===== src/rtl/sr_latch_driver_pkg.sv =====
// Shared types and default timing for the gated SR latch command stage.
// State encoding, op encoding and default phase lengths live here.
package sr_pkg;

   typedef enum logic [2:0] {
      IDLE  = 3'd0,
      SETUP = 3'd1,
      PULSE = 3'd2,
      HOLD  = 3'd3,
      CHECK = 3'd4
   } state_t;

   localparam logic OP_SET = 1'b1;
   localparam logic OP_CLR = 1'b0;

   localparam int SETUP_CYC_DEF = 1;
   localparam int EN_CYC_DEF    = 2;
   localparam int HOLD_CYC_DEF  = 1;
   localparam int CNT_W_DEF     = 4;

endpackage


===== src/rtl/sr_latch_driver_if.sv =====
// Request/status handshake plus the latch-side wires of the SR latch driver.
// slave: the driver itself; master: the requester together with the latch feedback.
interface sr_latch_driver_if;

   logic set_req;
   logic clr_req;
   logic q_fb;
   logic s;
   logic r;
   logic en;
   logic busy;
   logic done;
   logic err_fb;
   logic err_conflict;

   modport slave (
      input  set_req, clr_req, q_fb,
      output s, r, en, busy, done, err_fb, err_conflict
   );

   modport master (
      output set_req, clr_req, q_fb,
      input  s, r, en, busy, done, err_fb, err_conflict
   );

endinterface


===== src/rtl/sr_latch_driver.sv =====
// Sequences a single set/clear request into setup / enable pulse / hold on a gated
// SR latch, then reads q back and reports done, feedback mismatch or request conflict.
module sr_latch_driver
   import sr_pkg::*;
#(
   parameter int SETUP_CYC = SETUP_CYC_DEF,
   parameter int EN_CYC    = EN_CYC_DEF,
   parameter int HOLD_CYC  = HOLD_CYC_DEF,
   parameter int CNT_W     = CNT_W_DEF
) (
   input logic               clk,
   input logic               rst,
   sr_latch_driver_if.slave  bus
);

   localparam logic [CNT_W-1:0] SETUP_LD = CNT_W'(SETUP_CYC - 1);
   localparam logic [CNT_W-1:0] EN_LD    = CNT_W'(EN_CYC - 1);
   localparam logic [CNT_W-1:0] HOLD_LD  = CNT_W'(HOLD_CYC - 1);

   state_t           state_q, state_d;
   logic [CNT_W-1:0] cnt_q, cnt_d;
   logic             op_q, op_d;
   logic             s_q, s_d;
   logic             r_q, r_d;
   logic             en_q, en_d;
   logic             busy_q, busy_d;
   logic             done_q, done_d;
   logic             err_fb_q, err_fb_d;
   logic             err_conflict_q, err_conflict_d;

   always_comb begin
      state_d        = state_q;
      cnt_d          = cnt_q;
      op_d           = op_q;
      s_d            = s_q;
      r_d            = r_q;
      en_d           = en_q;
      busy_d         = busy_q;
      done_d         = 1'b0;
      err_fb_d       = 1'b0;
      err_conflict_d = 1'b0;

      unique case (state_q)
         IDLE: begin
            // s/r are taken straight from the request so only one can ever be set
            if (bus.set_req ^ bus.clr_req) begin
               state_d = SETUP;
               op_d    = bus.set_req ? OP_SET : OP_CLR;
               s_d     = bus.set_req;
               r_d     = bus.clr_req;
               en_d    = 1'b0;
               busy_d  = 1'b1;
               cnt_d   = SETUP_LD;
            end else if (bus.set_req && bus.clr_req) begin
               err_conflict_d = 1'b1;
            end
         end
         SETUP: begin
            if (cnt_q == '0) begin
               state_d = PULSE;
               en_d    = 1'b1;
               cnt_d   = EN_LD;
            end else begin
               cnt_d = cnt_q - CNT_W'(1);
            end
         end
         PULSE: begin
            if (cnt_q == '0) begin
               state_d = HOLD;
               en_d    = 1'b0;
               cnt_d   = HOLD_LD;
            end else begin
               cnt_d = cnt_q - CNT_W'(1);
            end
         end
         HOLD: begin
            if (cnt_q == '0) begin
               state_d = CHECK;
               s_d     = 1'b0;
               r_d     = 1'b0;
               cnt_d   = '0;
            end else begin
               cnt_d = cnt_q - CNT_W'(1);
            end
         end
         CHECK: begin
            // latch inputs are quiet here, so q_fb has settled to the written value
            state_d  = IDLE;
            busy_d   = 1'b0;
            done_d   = 1'b1;
            err_fb_d = (bus.q_fb != op_q);
         end
         default: begin
            state_d = IDLE;
            s_d     = 1'b0;
            r_d     = 1'b0;
            en_d    = 1'b0;
            busy_d  = 1'b0;
            cnt_d   = '0;
         end
      endcase
   end

   always_ff @(posedge clk) begin
      if (rst) begin
         state_q        <= IDLE;
         cnt_q          <= '0;
         op_q           <= OP_CLR;
         s_q            <= 1'b0;
         r_q            <= 1'b0;
         en_q           <= 1'b0;
         busy_q         <= 1'b0;
         done_q         <= 1'b0;
         err_fb_q       <= 1'b0;
         err_conflict_q <= 1'b0;
      end else begin
         state_q        <= state_d;
         cnt_q          <= cnt_d;
         op_q           <= op_d;
         s_q            <= s_d;
         r_q            <= r_d;
         en_q           <= en_d;
         busy_q         <= busy_d;
         done_q         <= done_d;
         err_fb_q       <= err_fb_d;
         err_conflict_q <= err_conflict_d;
      end
   end

   assign bus.s            = s_q;
   assign bus.r            = r_q;
   assign bus.en           = en_q;
   assign bus.busy         = busy_q;
   assign bus.done         = done_q;
   assign bus.err_fb       = err_fb_q;
   assign bus.err_conflict = err_conflict_q;

endmodule


===== src/flat_wrapper.sv =====
// flat-port wrapper written by rule: the top's interface ports become plain ports
module sr_latch_driver_flat import sr_pkg::*;
#(
   parameter int SETUP_CYC = SETUP_CYC_DEF,
   parameter int EN_CYC    = EN_CYC_DEF,
   parameter int HOLD_CYC  = HOLD_CYC_DEF,
   parameter int CNT_W     = CNT_W_DEF
)
  (clk, rst, bus_set_req, bus_clr_req, bus_q_fb, bus_s, bus_r, bus_en, bus_busy, bus_done, bus_err_fb, bus_err_conflict);
  sr_latch_driver_if bus_i ();
  input logic clk;
  input logic rst;
  input wire logic [$bits(bus_i.set_req)-1:0] bus_set_req;
  input wire logic [$bits(bus_i.clr_req)-1:0] bus_clr_req;
  input wire logic [$bits(bus_i.q_fb)-1:0] bus_q_fb;
  output wire logic [$bits(bus_i.s)-1:0] bus_s;
  output wire logic [$bits(bus_i.r)-1:0] bus_r;
  output wire logic [$bits(bus_i.en)-1:0] bus_en;
  output wire logic [$bits(bus_i.busy)-1:0] bus_busy;
  output wire logic [$bits(bus_i.done)-1:0] bus_done;
  output wire logic [$bits(bus_i.err_fb)-1:0] bus_err_fb;
  output wire logic [$bits(bus_i.err_conflict)-1:0] bus_err_conflict;
  assign bus_i.set_req = bus_set_req;
  assign bus_i.clr_req = bus_clr_req;
  assign bus_i.q_fb = bus_q_fb;
  assign bus_s = bus_i.s;
  assign bus_r = bus_i.r;
  assign bus_en = bus_i.en;
  assign bus_busy = bus_i.busy;
  assign bus_done = bus_i.done;
  assign bus_err_fb = bus_i.err_fb;
  assign bus_err_conflict = bus_i.err_conflict;
  sr_latch_driver #(.SETUP_CYC(SETUP_CYC), .EN_CYC(EN_CYC), .HOLD_CYC(HOLD_CYC), .CNT_W(CNT_W)) u_core (.clk(clk), .rst(rst), .bus(bus_i));
endmodule

===== config.mk =====
export PLATFORM = sky130hd
export DESIGN_NAME = sr_latch_driver_flat
export DESIGN_NICKNAME = d
export VERILOG_FILES = /design/src/rtl/sr_latch_driver_pkg.sv /design/src/rtl/sr_latch_driver_if.sv /design/src/rtl/sr_latch_driver.sv /design/src/flat_wrapper.sv
export SDC_FILE = /design/constraint.sdc
export NUM_CORES = 1
export LEC_CHECK = 0
export CAP_MARGIN = 20
export CORE_MARGIN = 2
export CORE_UTILIZATION = 44
export DETAILED_ROUTE_END_ITERATION = 16
export PLACE_DENSITY = 0.67
export SETUP_SLACK_MARGIN = 0.5
export SLEW_MARGIN = 25
export SYNTH_ARGS = -nofsm -noshare
export SYNTH_HDL_FRONTEND = slang
export SYNTH_SLANG_ARGS = --single-unit

===== constraint.sdc =====
create_clock -name clk -period 1.9 [get_ports clk]
set_input_delay 0.57 -clock clk [delete_from_list [all_inputs] [get_ports clk]]
set_output_delay 0.57 -clock clk [all_outputs]
set_load 0.02 [all_outputs]

-- Word level (Yosys, flattened, before mapping)
Cells that the tools add are included.
- bits of input ports: 5
- output and inout bits: 7
- word-level logic and storage cells: 63
- bits in registers: 15
- add/subtract/negate cells: 1
- multiplexer cells: 22
- reduce and logical (&&, ||, !) cells: 15
- bitwise logic cells: 6
- equal/unequal tests: 9
- operators by type and width (kind ; count):
    4-bit one-hot mux with 4 select lines ; 1
    3-bit 2-to-1 mux ; 4
    4-bit 2-to-1 mux ; 3
    3-bit one-hot mux with 4 select lines ; 1
    1-bit 2-to-1 mux ; 9
    3-bit OR reduction ; 3
    2-bit by 1-bit != test with 1-bit output, second input constant ; 4
    4-bit AND reduction ; 2
    3-bit by 2-bit equality test with 1-bit output, second input constant ; 2
    1-bit one-hot mux with 3 select lines ; 2
    2-bit AND reduction ; 3
    2-bit OR reduction ; 3
    1-bit inverter ; 5
    4-bit zero test ; 1
    1-bit one-hot mux with 4 select lines ; 1
    4-bit by 1-bit subtractor with 4-bit output, second input constant ; 1
    3-bit by 1-bit equality test with 1-bit output, second input constant ; 1
    3-bit equality test, second input constant ; 1
    3-bit zero test ; 1
    3-bit AND reduction ; 1
    1-bit one-hot mux with 2 select lines ; 1
    1-bit logical AND ; 1
    1-bit != test ; 1
    1-bit XOR ; 1

-- Longest topological paths before layout
- word-level depth: 4
- depth in mapped cells: 5
- gate-level depth less buffers: 5

-- Least setup slack after synthesis
Ideal clock, no wire load.
- path kind: input -> register
- start: input port bus_clr_req
- end: register u_core.op_q
- slack: 0.260 ns
- library setup time: 0.128 ns
- required time: 1.772 ns
- cell stages on the path: 4
- arrival time: 1.513 ns
- path buffers: 0
- cells stage by stage: ha_1 nor4b_1 mux2i_1 nor2_1
- cells in the longest elaborated chain, start to end: 2
- ends and longest elaborated chain (element ; line ; RTL):
    start: declaration ; flat_wrapper.sv:14 ; input wire logic [$bits(bus_i.clr_req)-1:0] bus_clr_req;
    1-bit XOR ; sr_latch_driver.sv:46 ; if (bus.set_req ^ bus.clr_req) begin
    2-bit AND reduction (no line) ; - ;
    end signal: assignment ; sr_latch_driver.sv:119 ; op_q <= op_d;
    end: declaration ; sr_latch_driver.sv:22 ; logic op_q, op_d;
Every way passes these cells.
A chain may end at the register's enable or synchronous reset.

-- Final worst setup path
- start: register u_core.cnt_q[1]
- end: register u_core.cnt_q[2]
- cells in the longest elaborated chain, start to end: 3
- elaborated cells between the ends (all ways): 5
- those cells by class: add/sub (1); mux (3); reduce/logical (1)
- ends and longest elaborated chain (element ; line ; RTL):
    start: declaration ; sr_latch_driver.sv:21 ; logic [CNT_W-1:0] cnt_q, cnt_d;
    start signal: assignment ; sr_latch_driver.sv:118 ; cnt_q <= cnt_d;
    4-bit by 1-bit subtractor with 4-bit output / 4-bit zero test (equally long branches) ; - ;
    4-bit 2-to-1 mux (on tied branches) ; sr_latch_driver.sv:68, sr_latch_driver.sv:77, sr_latch_driver.sv:59 ;
    4-bit one-hot mux with 4 select lines * ; sr_latch_driver.sv:43 ; unique case (state_q)
Every way passes the cells marked *; elsewhere a longest branch is shown, timed or not.

==> results.json <==
{
  "p_per_area_nw_per_um2": 1550,
  "netlist-cell-type-count": 40,
  "grt_overflow": 0,
  "worstPathArrival_ps": 1720,
  "finalPower_mw": 1.81,
  "placed_area_sq_um": 1010,
  "endpoint": "u_core.cnt_q[2]",
  "clkTransAtPathRegs_ps": 90,
  "wirelength_um": 2100,
  "cp-start-kind": "flip-flop",
  "dieArea_sq_um": 2140,
  "peakVddDrop_uv": 949,
  "chipHeight_um": 46.3,
  "synth_top_area_share": 0.382,
  "port-buffer-count": 11,
  "synth-async-reset-ratio": 0,
  "fmax_ghz": 0.671,
  "cp-startpoint": "u_core.cnt_q[1]",
  "grt_pass1_wl_um": 3100,
  "clock_skew_ps": 1.39,
  "cts.sinks": 15,
  "diodes": 0,
  "critPathRequiredTime_ps": 2130,
  "wire_per_inst_um": 15.0,
  "antenna_found_initial": 0,
  "syn_inst": 82,
  "most-common-layout-cells": "22 x buf_4, 12 x dfxtp_1, 5 x nand2_1, 5 x buf_2",
  "rsz0062_at_grt": "yes",
  "worst-path-max-fanout": 3,
  "hold_viol_final": 0,
  "hold_start": "u_core.bus.busy",
  "drv_cap": 0,
  "grt_max_degree": 10,
  "cts_made_buffers": 3,
  "syn_area_sq_um": 786,
  "synthTopCellsByArea": "dfxtp_1 38%, ha_1 4.8%, nor3_1 3.8%",
  "maxSlewViolCount": 0,
  "rr_worst_depth": 5,
  "drcViolationCount": 0,
  "dp_hpwl_um": 1300,
  "cts_max_level": 1,
  "ys_seq_area_frac": 0.382,
  "ctsHoldBuffers": 0,
  "postLayoutCellArea_sq_um": 1170,
  "cts_buffer_depth": 2,
  "vias": 782,
  "period_share": 0.784,
  "root_buffer": "clkbuf_4",
  "nets": 124,
  "clock_latency_ps": 290,
  "first_pass_iters": 4,
  "syn_nets": 90,
  "antenna_left": 0,
  "first_global_vias": 660,
  "rrSetupSlack_ps": 410,
  "cp-end-kind": "flip-flop",
  "hold_ws_ps": 500,
  "worstMarginPinSlew_ps": 395,
  "syn2layout_area_growth_pct": 48.7,
  "drive_above_1_share": 0.470,
  "die_w_um": 46.3,
  "tritoncts": "yes",
  "critPathKind": "reg2reg",
  "final_common_cell": "buf_4",
  "tns_ps": 0,
  "avgSynthCellArea_sq_um": 9.58,
  "p_leak_nw": 0.491,
  "synth_edf_count": 0,
  "rows": 15,
  "relSlewSlack": 0.736,
  "start_util": 0.460,
  "worstReg2RegStart": "u_core.cnt_q[1]",
  "track_usage": 0.208,
  "ios": 12,
  "setup_viol": 0,
  "drt_iter0_markers": 36,
  "status": "finished clean",
  "reg2reg_to": "u_core.cnt_q[2]",
  "fin_crit_ps": 1490,
  "synth_ff_type": "dfxtp_1",
  "avgViaCountPerCell": 5.59,
  "routabilityCongestion": 0.811,
  "min_path_type": "reg2reg",
  "core-area_sq_um": 1710,
  "final_util": 0.684,
  "ys_ff_latch": 15,
  "synth_largest_area_cell": "dfxtp_1",
  "ys_warn_count": 0
}
## per-layer routing
metal | vias to the layer above | part of all wire | wire length (um) | GRT usage
met3 | 5 | 0.052 | 108 | 0.0353
met1 | 380 | 0.48 | 1010 | 0.291
li1 | 373 | - | - | -
met5 | - | 0 | 0 | 0
met2 | 24 | 0.45 | 936 | 0.303
met4 | 0 | 0.019 | 40 | 0.103
## metrics by stage
stage	worst slack, ps	cells
detailed placement	-200	125
global route	326	140
floorplan	383	82
finish	410	140
CTS	416	135
global placement	-157	125
## power by group
part	internal (mW)	total (mW)	switching, mW
Combinational	0.587	1.11	0.518
Sequential	0.409	0.512	0.103
Clock	0.0818	0.190	0.109
Total	1.08	1.81	0.730
## cells in the mapped netlist (all sizes together), types with 3 or more instances
cell / instances
ha: 3
buf: 3
or4b: 3
dfxtp: 15
nand2: 5
inv: 4
nor2: 3
nor3: 6
nand3: 3
a21oi: 3
## flip-flops by register name, summed over array words and instances (netlist names)
name and flops:
u_core.op_q 1, u_core.bus.err_conflict 1, u_core.state_q 3, u_core.bus.s 1, u_core.bus.en 1, u_core.bus.busy 1
u_core.bus.r 1, u_core.bus.err_fb 1, u_core.bus.done 1, u_core.cnt_q 4
## layout make-up
class / count / area (sq um)
inverter: 4 / 15.0
fill: 127 / 539
tap: 25 / 31.3
sequential: 15 / 304
clock buffer: 4 / 26.3
timing repair buffer: 33 / 254
multi-input combinational: 59 / 538
## cell families (layout without fill, tap and decap cells)
kind of cell    after synthesis  after routing  synth area share
compound gates               17             17             0.170
buf+inv                       8             41            0.0509
xor+xnor                      2              2            0.0223
flops                        15             15             0.382
mux                           2              2            0.0255
simple gates                 35             35             0.301
fa+ha+maj                     3              3            0.0478
## what timing repair did
item / CTS / global route
pin swaps: 8 / 12
gates resized for setup: 48 / 13
endpoints found under the setup margin: 20 / 12
setup buffers: 6 / 5
## critical path: stages (launching register included)
cell     delay (ps)
dfxtp_2         360
inv_2            60
ha_4            150
nor2b_2         150
or4b_4          550
o22ai_2         160
## worst min path at each step
stage                      endpoint  slack (ps)  depth (start not counted)
global route        u_core.bus.busy         520                          2
global placement    u_core.cnt_q[1]         470                          2
floorplan           u_core.cnt_q[1]         460                          2
CTS                 u_core.bus.busy         500                          2
detailed placement  u_core.cnt_q[1]         480                          2
finish              u_core.bus.busy         500                          2
No activity file was read; power rests on OpenSTA's default activity.
